--- src/rtl/cac3c_codec_iter.sv ---
// Iterative 3C-free (no 010/101) TSV codec: Fibonacci-weighted encode/decode, one bit per cycle.
// Latency N_TSV cycles from accept to out_valid; single request in flight, result held until out_ready.
module cac3c_codec_iter #(
  parameter int N_TSV = 23,
  parameter int DW    = 17
) (
  input  logic             clock,
  input  logic             rst_n,
  input  logic             in_valid,
  output logic             in_ready,
  input  logic             in_op,
  input  logic [DW-1:0]    in_value,
  input  logic [N_TSV-1:0] in_code,
  output logic             out_valid,
  input  logic             out_ready,
  output logic             out_op,
  output logic [N_TSV-1:0] out_code,
  output logic [DW-1:0]    out_value,
  output logic             out_err
);

  function automatic longint fib(input int m);
    longint a, b, t;
    a = 1;
    b = 2;
    if (m == 0) return 1;
    for (int i = 2; i <= m; i++) begin
      t = a + b;
      a = b;
      b = t;
    end
    return b;
  endfunction

  localparam longint CAP = 2 * fib(N_TSV - 1);
  localparam int PW = $clog2(N_TSV);
  localparam logic [DW:0] CAP_W = (DW + 1)'(CAP);

  if (N_TSV < 3 || N_TSV > 40) begin : g_bad_n
    $error("N_TSV must be within 3..40");
  end
  if ((longint'(1) << DW) < CAP) begin : g_bad_dw
    $error("DW too narrow for codeword capacity");
  end

  logic [DW:0] wtab [N_TSV];
  for (genvar g = 0; g < N_TSV; g++) begin : g_w
    assign wtab[g] = (DW + 1)'(fib(g));
  end

  typedef enum logic [1:0] {IDLE, BUSY, DONE} state_t;
  state_t state;

  logic             op_q, first, forced, prev, err;
  logic [PW-1:0]    pos;
  logic [DW:0]      resid;
  logic [N_TSV-1:0] sr;

  logic        bit_n, forced_n, err_n, ge;
  logic [DW:0] resid_n, w;

  // resid holds the encode residual or the decode accumulator; sr rotates the codeword on decode
  always_comb begin
    w        = wtab[pos];
    ge       = resid >= w;
    bit_n    = prev;
    resid_n  = resid;
    forced_n = 1'b0;
    err_n    = err;
    if (!op_q) begin
      if (first) begin
        bit_n = ge;
        if (ge) resid_n = resid - w;
      end else if (!forced && ge) begin
        bit_n    = ~prev;
        resid_n  = resid - w;
        forced_n = 1'b1;
      end
    end else begin
      bit_n = sr[N_TSV-1];
      if (first) begin
        if (bit_n) resid_n = resid + w;
      end else if (forced) begin
        if (bit_n != prev) err_n = 1'b1;
      end else if (bit_n != prev) begin
        resid_n  = resid + w;
        forced_n = 1'b1;
      end
    end
  end

  always_ff @(posedge clock or negedge rst_n) begin
    if (!rst_n) begin
      state     <= IDLE;
      in_ready  <= 1'b1;
      out_valid <= 1'b0;
      out_op    <= 1'b0;
      out_code  <= '0;
      out_value <= '0;
      out_err   <= 1'b0;
      op_q      <= 1'b0;
      first     <= 1'b0;
      forced    <= 1'b0;
      prev      <= 1'b0;
      err       <= 1'b0;
      pos       <= '0;
      resid     <= '0;
      sr        <= '0;
    end else begin
      case (state)
        IDLE: begin
          if (in_valid) begin
            state    <= BUSY;
            in_ready <= 1'b0;
            op_q     <= in_op;
            pos      <= PW'(N_TSV - 1);
            first    <= 1'b1;
            forced   <= 1'b0;
            prev     <= 1'b0;
            if (in_op) begin
              resid <= '0;
              sr    <= in_code;
              err   <= 1'b0;
            end else begin
              resid <= {1'b0, in_value};
              sr    <= '0;
              err   <= {1'b0, in_value} >= CAP_W;
            end
          end
        end
        BUSY: begin
          first  <= 1'b0;
          forced <= forced_n;
          prev   <= bit_n;
          resid  <= resid_n;
          err    <= err_n;
          sr     <= {sr[N_TSV-2:0], bit_n};
          pos    <= pos - PW'(1);
          if (pos == '0) begin
            state     <= DONE;
            out_valid <= 1'b1;
            out_op    <= op_q;
            out_err   <= err_n;
            if (op_q) begin
              out_code  <= '0;
              out_value <= err_n ? '0 : resid_n[DW-1:0];
            end else begin
              out_value <= '0;
              out_code  <= err_n ? '0 : {sr[N_TSV-2:0], bit_n};
            end
          end
        end
        DONE: begin
          if (out_ready) begin
            state     <= IDLE;
            out_valid <= 1'b0;
            in_ready  <= 1'b1;
          end
        end
        default: state <= IDLE;
      endcase
    end
  end

endmodule

--- config.mk ---
export PLATFORM = sky130hd
export DESIGN_NAME = cac3c_codec_iter
export DESIGN_NICKNAME = d
export VERILOG_FILES = /design/src/rtl/cac3c_codec_iter.sv
export SDC_FILE = /design/constraint.sdc
export NUM_CORES = 1
export LEC_CHECK = 0
export CAP_MARGIN = 20
export CORE_ASPECT_RATIO = 1.4
export CORE_MARGIN = 3
export CORE_UTILIZATION = 35
export DETAILED_ROUTE_END_ITERATION = 12
export SLEW_MARGIN = 25
export SYNTH_ARGS = -nofsm -noshare
export SYNTH_HDL_FRONTEND = slang
export SYNTH_SLANG_ARGS = --single-unit
--- constraint.sdc ---
create_clock -name clock -period 8.05 [get_ports clock]
set_input_delay 1.2075 -clock clock [delete_from_list [all_inputs] [get_ports clock]]
set_output_delay 1.2075 -clock clock [all_outputs]
set_load 0.05 [all_outputs]
==> results.cfg <==
[floorplanning]
fp.dieW_um = 124
rows = 59
fp.dieH_um = 171
io_pins = 89
initial_core_util_pct = 36.2
core_um2 = 18900
fp.dieArea_um2 = 21300

[run_status]
status = completed

[finish]
final_cell_mix = dfrtp_1, clkdlybuf4s50_1, nor2_1
drive_gt1_share_pct = 6.05
instances_no_fill = 1104
finalNetCount = 946
syn_to_final_growth_pct = 19.2
final_common_cell = dfrtp_1
antenna_cells = 0

[synthesis]
syn_avg_cell_area_um2 = 8.50
synthTopCellsByArea = dfrtp_1, ha_1, o21ai_0
synth_edf_count = 0
synth_top_area_share_pct = 35.1
yosys_most_used_dff = dfrtp_1
yosysSeqAreaShare_pct = 35.5
synth.ff_latch_count = 97
yosysTopAreaCell = dfrtp_1
syn_nets = 895
synth_async_sr_flop_share_pct = 100
syn-cell-area_um2 = 6840
yosysWarnings = 0
synth.distinct_cells = 78
syn_inst = 804

[global_route]
grt_max_degree = 72
overflow = 0
first_global_vias = 6250
grt_first_pass_wirelength_um = 33800
antenna_found_initial = 0
grt_usage_pct = 19.9

[critical_path]
reg2reg_depth = 15
worstPathRequired_ps = 8330
startpoint = pos[2]$_DFFE_PN0P_
worstSetupEndpointType = flop
regToRegStartpoint = pos[2]$_DFFE_PN0P_
worstPathArrival_ps = 5190
critical_path.startpoint_type = flop
crit_path_max_fanout = 25
crit_type = reg2reg

[cts]
cts_resized = 0
cts_tree = built
clock-sinks = 97
cts_max_level = 3
post_cts_buffers = 0
cts_made_buffers = 9
clk_pin_slew_ps = 70
insertion_delay_ps = 340
cts-root-buf = clkbuf_16
hold_buffers = 0
cts_max_path_buffers = 2

[place]
place.gp.congestion = 0.969
dp.cells = 1088
io_buffers = 88
place_hpwl_um = 16100

[timing]
hold_ws_ps = 488
finalHoldViolCount = 0
setup_tns_ps = 0
fin_worst_skew_ps = 14.9
timing.final.crit_share_pct = 60.9
post-route-min-period_ps = 4910
max_slew_margin_pct = 37.0
tightest_slew_ps = 944
rsz0062_at_grt = false
setup_violations = 0
fmax_mhz = 204
slew_viol_final = 0

[job]
maxCapViolations = 0

[detailed_routing]
viasPerCell = 5.76
post_drt_wl_per_cell_um = 19.4
wirelength_um = 21400
drc_errors = 0
drt_pass1_iterations = 5
vias = 6355
ant_nets = 0
drt_iter0_drc = 586

[worst_hold_path]
min_path_cells = 2
min_from = out_value[4]$_DFFE_PN0P_
hp-class = reg2reg
## flip-flops by register name, summed over array words and instances (netlist names), 2 cells and up
| signal | count |
|---|---|
| out_code | 23 |
| sr | 23 |
| resid | 18 |
| out_value | 17 |
| pos | 5 |
| state | 2 |
## Yosys cell counts (9+ instances only)
library cell	instances
ha_1	44
o21ai_0	63
a22o_1	23
nor3_1	18
nor2_1	76
a21o_1	10
a22oi_1	10
nand2_1	63
a21oi_1	44
nor4b_1	10
o22ai_1	9
inv_1	57
a31oi_1	28
nand3_1	26
nor2b_1	9
o31ai_1	11
dfrtp_1	96
nand2b_1	11
clkbuf_1	40
## metrics by stage
step / area [um2] / setup slack, ps / utilization (%)
3_3_place_gp: 7850 / 3230 / 41.5
2_1_floorplan: 6840 / 4320 / -
3_5_place_dp: 7850 / 3200 / 41.5
4_1_cts: 8150 / 3170 / 43.1
6_report: 8150 / 3140 / 43.1
5_1_grt: 8150 / 2600 / 43.1
## critical path, cell delays in order, from the launching register on
cell and delay, ps:
dfrtp_1 840, inv_1 380, nor3_1 260, a21oi_1 60, nor2_1 160, nor3_1 110
ha_1 230, fa_1 420, o21ba_2 240, nor4_2 340, nor4b_1 130, o21a_1 330
o21ai_2 680, o32ai_1 200, nor3_1 270, a32o_1 190
## cell type report
type,instances,area (um2)
Clock buffer,10,229
Clock inverter,6,72.6
Fill cell,1944,10700
Inverter,58,218
Multi-Input combinational cell,592,3950
Sequential cell,97,2430
Tap cell,244,305
Timing Repair Buffer,97,946
## kinds of logic after synthesis
group                      Yosys count  synth area share [%]
and+or+nand+nor                    249                  17.9
buffers and inverters              115                  6.94
AOI/OAI and AO/OA                  282                  28.9
xor gates and xnor gates             8                  1.02
adders and majority gates           46                  8.64
DFF                                 97                  35.5
muxes                                7                  1.06
## worst paths after layout
path | end | slack, ps
min in group asynchronous | out_code[0]$_DFFE_PN0P_ | 760
max in group asynchronous | state[1]$_DFFE_PN0P_ | 6010
worst max register to register | out_value[15]$_DFFE_PN0P_ | 3140
worst min-delay path | out_value[4]$_DFFE_PN0P_ | 490
worst min register to register | out_value[4]$_DFFE_PN0P_ | 490
worst max-delay path | out_value[15]$_DFFE_PN0P_ | 3140
## layer usage
layer / vias to the layer above / part of all wire (%) / GRT usage [%]
met3: 24 / 4.5 / 1.88
met4: 0 / 2.3 / 6.15
li1: 3041 / - / -
met1: 3106 / 43 / 25.8
met5: - / 0 / 0
met2: 184 / 50 / 34.8
Power is left out: the tool's default activity adds up to more than one toggle a clock period on the data nets, which glitch-free logic cannot reach.
